File: src/rtl/mem_arb_pkg.sv
// mem_arb_pkg: shared widths, FSM states and grant encoding for the memory arbiter
package mem_arb_pkg;
   localparam int ADDR_W = 28;
   localparam int LINE_W = 128;
   typedef enum logic [1:0] {IDLE, BUSY, RELEASE} state_t;
   typedef enum logic {GNT_I = 1'b0, GNT_D = 1'b1} gnt_t;
endpackage

File: src/rtl/arb_pick.sv
// arb_pick: winner selection between I-cache and D-cache requests (round-robin when ARB_RR_EN is defined, else D-cache priority)
module arb_pick
   import mem_arb_pkg::*;
(
   input  logic ireq_i,
   input  logic dreq_i,
`ifdef ARB_RR_EN
   input  gnt_t ptr_i,
`endif
   output gnt_t gnt_o
);
`ifdef ARB_RR_EN
   // the pointer names the side preferred on a tie
   assign gnt_o = (dreq_i && (!ireq_i || ptr_i == GNT_D)) ? GNT_D : GNT_I;
`else
   // D-cache always wins a tie
   assign gnt_o = (dreq_i || !ireq_i) ? GNT_D : GNT_I;
`endif
endmodule

File: src/rtl/mem_arbiter.sv
// mem_arbiter: shares one 128-bit memory port between I-cache and D-cache; ARB_RR_EN selects round-robin arbitration
module mem_arbiter
   import mem_arb_pkg::*;
(
   input  logic              clk,
   input  logic              proc_reset,
   input  logic              icache_mem_read,
   input  logic [ADDR_W-1:0] icache_mem_addr,
   output logic [LINE_W-1:0] icache_mem_rdata,
   output logic              icache_mem_ready,
   input  logic              dcache_mem_read,
   input  logic              dcache_mem_write,
   input  logic [ADDR_W-1:0] dcache_mem_addr,
   input  logic [LINE_W-1:0] dcache_mem_wdata,
   output logic [LINE_W-1:0] dcache_mem_rdata,
   output logic              dcache_mem_ready,
   output logic              mem_read,
   output logic              mem_write,
   output logic [ADDR_W-1:0] mem_addr,
   output logic [LINE_W-1:0] mem_wdata,
   input  logic [LINE_W-1:0] mem_rdata,
   input  logic              mem_ready
);
   state_t state_q, state_d;
   gnt_t gnt_q, gnt_d, pick;
   logic rd_q, rd_d, wr_q, wr_d;
   logic [ADDR_W-1:0] addr_q, addr_d;
   logic [LINE_W-1:0] wdata_q, wdata_d;
   logic d_req, i_sel, d_sel;
`ifdef ARB_RR_EN
   gnt_t ptr_q, ptr_d;
`endif
   assign d_req = dcache_mem_read | dcache_mem_write;
   arb_pick u_pick (
      .ireq_i(icache_mem_read),
      .dreq_i(d_req),
`ifdef ARB_RR_EN
      .ptr_i (ptr_q),
`endif
      .gnt_o (pick)
   );
   // next state: latch the winner in IDLE, hold until mem_ready, then one dead cycle
   always_comb begin
      state_d = state_q;
      gnt_d   = gnt_q;
      rd_d    = rd_q;
      wr_d    = wr_q;
      addr_d  = addr_q;
      wdata_d = wdata_q;
`ifdef ARB_RR_EN
      ptr_d   = ptr_q;
`endif
      case (state_q)
         IDLE: if (icache_mem_read || d_req) begin
            state_d = BUSY;
            gnt_d   = pick;
            wr_d    = pick == GNT_D && dcache_mem_write;
            rd_d    = !wr_d;
            addr_d  = pick == GNT_D ? dcache_mem_addr : icache_mem_addr;
            wdata_d = pick == GNT_D ? dcache_mem_wdata : '0;
`ifdef ARB_RR_EN
            ptr_d   = pick == GNT_D ? GNT_I : GNT_D;
`endif
         end
         BUSY: if (mem_ready) begin
            state_d = RELEASE;
            rd_d    = 1'b0;
            wr_d    = 1'b0;
         end
         default: state_d = IDLE;
      endcase
   end
   // state and registered memory-side outputs
   always_ff @(posedge clk) begin
      if (proc_reset) begin
         state_q <= IDLE;
         gnt_q   <= GNT_I;
         rd_q    <= 1'b0;
         wr_q    <= 1'b0;
         addr_q  <= '0;
         wdata_q <= '0;
`ifdef ARB_RR_EN
         ptr_q   <= GNT_D;
`endif
      end else begin
         state_q <= state_d;
         gnt_q   <= gnt_d;
         rd_q    <= rd_d;
         wr_q    <= wr_d;
         addr_q  <= addr_d;
         wdata_q <= wdata_d;
`ifdef ARB_RR_EN
         ptr_q   <= ptr_d;
`endif
      end
   end
   assign i_sel            = !proc_reset && state_q == BUSY && gnt_q == GNT_I;
   assign d_sel            = !proc_reset && state_q == BUSY && gnt_q == GNT_D;
   assign icache_mem_ready = i_sel & mem_ready;
   assign dcache_mem_ready = d_sel & mem_ready;
   assign icache_mem_rdata = i_sel ? mem_rdata : '0;
   assign dcache_mem_rdata = d_sel ? mem_rdata : '0;
   assign mem_read         = rd_q;
   assign mem_write        = wr_q;
   assign mem_addr         = addr_q;
   assign mem_wdata        = wdata_q;
endmodule

File: config.mk
export PLATFORM = sky130hd
export DESIGN_NAME = mem_arbiter
export DESIGN_NICKNAME = d
export VERILOG_FILES = /design/src/rtl/mem_arb_pkg.sv /design/src/rtl/arb_pick.sv /design/src/rtl/mem_arbiter.sv
export SDC_FILE = /design/constraint.sdc
export NUM_CORES = 1
export LEC_CHECK = 0
export CAP_MARGIN = 20
export CORE_AREA = 2 2 285 287
export DETAILED_ROUTE_END_ITERATION = 6
export DIE_AREA = 0 0 287 289
export GPL_TIMING_DRIVEN = 0
export HOLD_SLACK_MARGIN = 0.15
export SYNTH_ARGS = -nofsm -noshare
export SYNTH_HDL_FRONTEND = slang
export SYNTH_HIERARCHICAL = 1
export SYNTH_SLANG_ARGS = --single-unit
File: constraint.sdc
create_clock -name clk -period 3.35 [get_ports clk]
set_input_delay 0.335 -clock clk [delete_from_list [all_inputs] [get_ports clk]]
set_output_delay 0.335 -clock clk [all_outputs]
set_load 0.005 [all_outputs]
==> results.sh <==
export IMPL_chipHeight_um=289
export IMPL_startpoint="gnt_q"
export IMPL_stdcell_area_mm2=0.0176
export IMPL_drc=0
export IMPL_syn_to_final_growth_pct=113
export IMPL_drive_above_1_share_pct=4.21
export IMPL_pin_count=734
export IMPL_worst_slack_ps=214
export IMPL_start_kind="flip-flop"
export IMPL_synthesis_nets=1360
export IMPL_worstPathCellList="and4bb_2 > clkbuf_1 > clkbuf_1 > and2_1 > clkdlybuf4s50_1"
export IMPL_grt_max_degree=17
export IMPL_min_path_type="primary input to flip-flop"
export IMPL_fmax_mhz=319
export IMPL_synthTopCellsByArea="dfxtp_1, and2_1, nand4_1"
export IMPL_dp_slack_ps=-580
export IMPL_synth_mux_area_share_pct=3.40
export IMPL_cts_tree="built"
export IMPL_portBuffers=733
export IMPL_crit_top_cell="clkbuf_1"
export IMPL_synth_xor_area_share_pct=0
export IMPL_crit_path_end="dcache_mem_rdata[111]"
export IMPL_outcome="completed"
export IMPL_synth_cell_types=28
export IMPL_hold_viol_final=0
export IMPL_clockRootBuffer="clkbuf_16"
export IMPL_path_clk_slew_ps=70
export IMPL_clock_latency_ps=470
export IMPL_yosysTopAreaCell="dfxtp_1"
export IMPL_ir_drop_mv=0.364
export IMPL_slowest_stage="clkdlybuf4s50_1"
export IMPL_synth_top_family_by_area="simple AND/OR/NAND/NOR gates"
export IMPL_cap_viol_max_count=0
export IMPL_crit_type="flip-flop to output pin"
export IMPL_cpPeakStageDelay_ps=550
export IMPL_numCtsBuffers=17
export IMPL_ys_ff_latch=161
export IMPL_via_count=11200
export IMPL_rows=104
export IMPL_avgSynthCellArea_um2=7.92
export IMPL_routed_via_density=3.87
export IMPL_fp_dieArea_mm2=0.0829
export IMPL_finalWeightedCongestion=0.886
export IMPL_start_util_pct=10.3
export IMPL_min_period_over_period_pct=93.6
export IMPL_setup_viol=0
export IMPL_clk_path_buf_depth=2
export IMPL_synth_fa_ha_area_share_pct=0
export IMPL_place_inst=2835
export IMPL_ctsHoldBuffers=0
export IMPL_drtAntennaViolNets=0
export IMPL_wirelength_um=68100
export IMPL_die_x_um=287
export IMPL_instances_no_fill=2878
export IMPL_yosys_area_share_simple_pct=30.7
export IMPL_rsz0062_at_grt="no"
export IMPL_slew_violations=0
export IMPL_worstPathRequired_ps=3010
export IMPL_antenna_found_initial=37
export IMPL_tightest_slew_ps=1030
export IMPL_syn_inst=1042
export IMPL_powerDensity_mw_per_mm2=351
export IMPL_reg2reg_depth=5
export IMPL_cts_sinks=161
export IMPL_wl_per_cell_um=23.7
export IMPL_r2r_end="mem_wdata[95]"
export IMPL_first_global_vias=11000
export IMPL_dp_hpwl_um=57600
export IMPL_critPathMaxFanout=10
export IMPL_r2r_start="state_q[1]"
export IMPL_reg2reg_slack_ps=830
export IMPL_yosys_warnings=6
export IMPL_slew_headroom_pct=31.6
export IMPL_period_needed_ps=3140
export IMPL_final_nets=2112
export IMPL_p_leak_nw=6.20
export IMPL_dr_pass1_iters=5
export IMPL_synth_top_cell_area_share_pct=39.1
export IMPL_placed_area_mm2=0.0169
export IMPL_worst_setup_path_end_kind="output pin"
export IMPL_fin_skew_ps=8.31
export IMPL_netlist_area_mm2=0.00825
export IMPL_arrival_ps=2800
export IMPL_cts_max_level=4
export IMPL_grt_overflow=0
export IMPL_grt_pass1_wl_um=89100
export IMPL_yosysSeqAreaShare_pct=39.1
export IMPL_drt_iter0_drc=558
export IMPL_core_mm2=0.0799
export IMPL_synth_compound_area_share_pct=20.2
export IMPL_grt_total_usage_pct=15.6
## how the worst min path moves through the flow
stage                                     from            end  slack (ps)  depth (start not counted)
final                     dcache_mem_wdata[90]  mem_wdata[90]         460                          3
after global routing      dcache_mem_wdata[63]  mem_wdata[63]         450                          3
after CTS                 dcache_mem_wdata[76]  mem_wdata[76]         420                          3
after detailed placement         mem_wdata[71]  mem_wdata[71]         460                          2
after global placement           mem_wdata[71]  mem_wdata[71]         460                          2
after floorplan                   mem_wdata[0]   mem_wdata[0]         470                          2
## metal layers
layer  vias to the layer above  track usage (%)  share of wire [%]
met3                       104             5.85                8.8
met4                        34             5.78                3.0
met5                         -                0               0.27
met1                      5255             17.0                 38
met2                       534             27.4                 50
li1                       5224                -                  -
## state kept, by name (all words and copies together), names as in the netlist
signal / count
mem_wdata: 128
mem_write: 1
mem_addr: 28
gnt_q: 1
state_q: 2
mem_read: 1
## kinds of logic after synthesis
kind of cell           after synthesis
and+or+nand+nor                    404
muxes                               28
AOI/OAI and AO/OA                  318
DFF                                161
buffers and inverters              131
## critical path: cells and delay by family, from the launching register on
| family | cells | cell delay (ps) |
|---|---|---|
| buffers and inverters | 3 | 1350 |
| AND/OR/NAND/NOR | 2 | 560 |
| flip-flops | 1 | 430 |
## where the power goes
| part | internal (mW) | switching, mW | total, mW | leakage [nW] |
|---|---|---|---|---|
| Sequential | 2.09 | 0.0915 | 2.18 | 1.33 |
| Combinational | 1.00 | 0.854 | 1.86 | 4.57 |
| Clock | 1.21 | 0.919 | 2.13 | 0.301 |
| Total | 4.30 | 1.86 | 6.17 | 6.20 |
## Yosys cell counts (all sizes together)
| cell | instances |
|---|---|
| and2 | 257 |
| dfxtp | 161 |
| a21oi | 159 |
| o21ai | 130 |
| nand4 | 128 |
| clkbuf | 98 |
| buf | 33 |
| a211oi | 28 |
| mux2i | 28 |
| nor2 | 4 |
| nand3 | 2 |
| nand3b | 2 |
| nor3 | 2 |
| or2 | 2 |
| and4bb | 1 |
| nand2 | 1 |
| nand2b | 1 |
| nor3b | 1 |
| nor4b | 1 |
| o211ai | 1 |
| or3 | 1 |
| or4 | 1 |
## timing repair
action / CTS / global route
setup endpoints to repair: 108 / 1
pin swaps: 0 / 0
buffers inserted: 0 / 0
resized for setup: 10 / 2
## metrics by stage
step	hold WS, ps	power (mW)	utilization [%]	setup TNS (ps)
after global routing	445	6.45	22.0	0
final	459	6.17	22.0	0
after CTS	419	6.27	22.0	0
after global placement	456	4.09	21.2	-11680
after detailed placement	465	4.09	21.2	-12030
after floorplan	466	2.79	-	0
## area by class of cell
type	instances	area, µm²
clock buffers	19	443
plain buffers	131	563
diodes	11	27.5
repair buffers	733	7340
multi-input cells	750	4490
flip-flops and latches	161	3220
fillers	8948	62300
clock inverters	13	175
well taps	1060	1330
## cells in the final DEF (no fill, tap or decap), types with 2 or more instances in the layout
| cell type | Yosys | layout |
|---|---|---|
| a211oi_1 | 28 | 28 |
| a21oi_1 | 159 | 159 |
| and2_1 | 257 | 257 |
| buf_1 | 2 | 2 |
| buf_2 | 27 | 26 |
| buf_4 | 2 | 3 |
| buf_6 | 2 | 2 |
| bufinv_16 | 0 | 3 |
| clkbuf_1 | 98 | 91 |
| clkbuf_16 | 0 | 17 |
| clkbuf_2 | 0 | 7 |
| clkdlybuf4s50_1 | 0 | 733 |
| clkinv_4 | 0 | 2 |
| dfxtp_1 | 161 | 161 |
| diode_2 | 0 | 11 |
| inv_6 | 0 | 5 |
| mux2i_1 | 28 | 28 |
| nand3_1 | 2 | 2 |
| nand3b_1 | 2 | 2 |
| nand4_1 | 128 | 128 |
| nor2_1 | 4 | 4 |
| o21ai_0 | 129 | 129 |
Power figures use the tool's default switching activity.
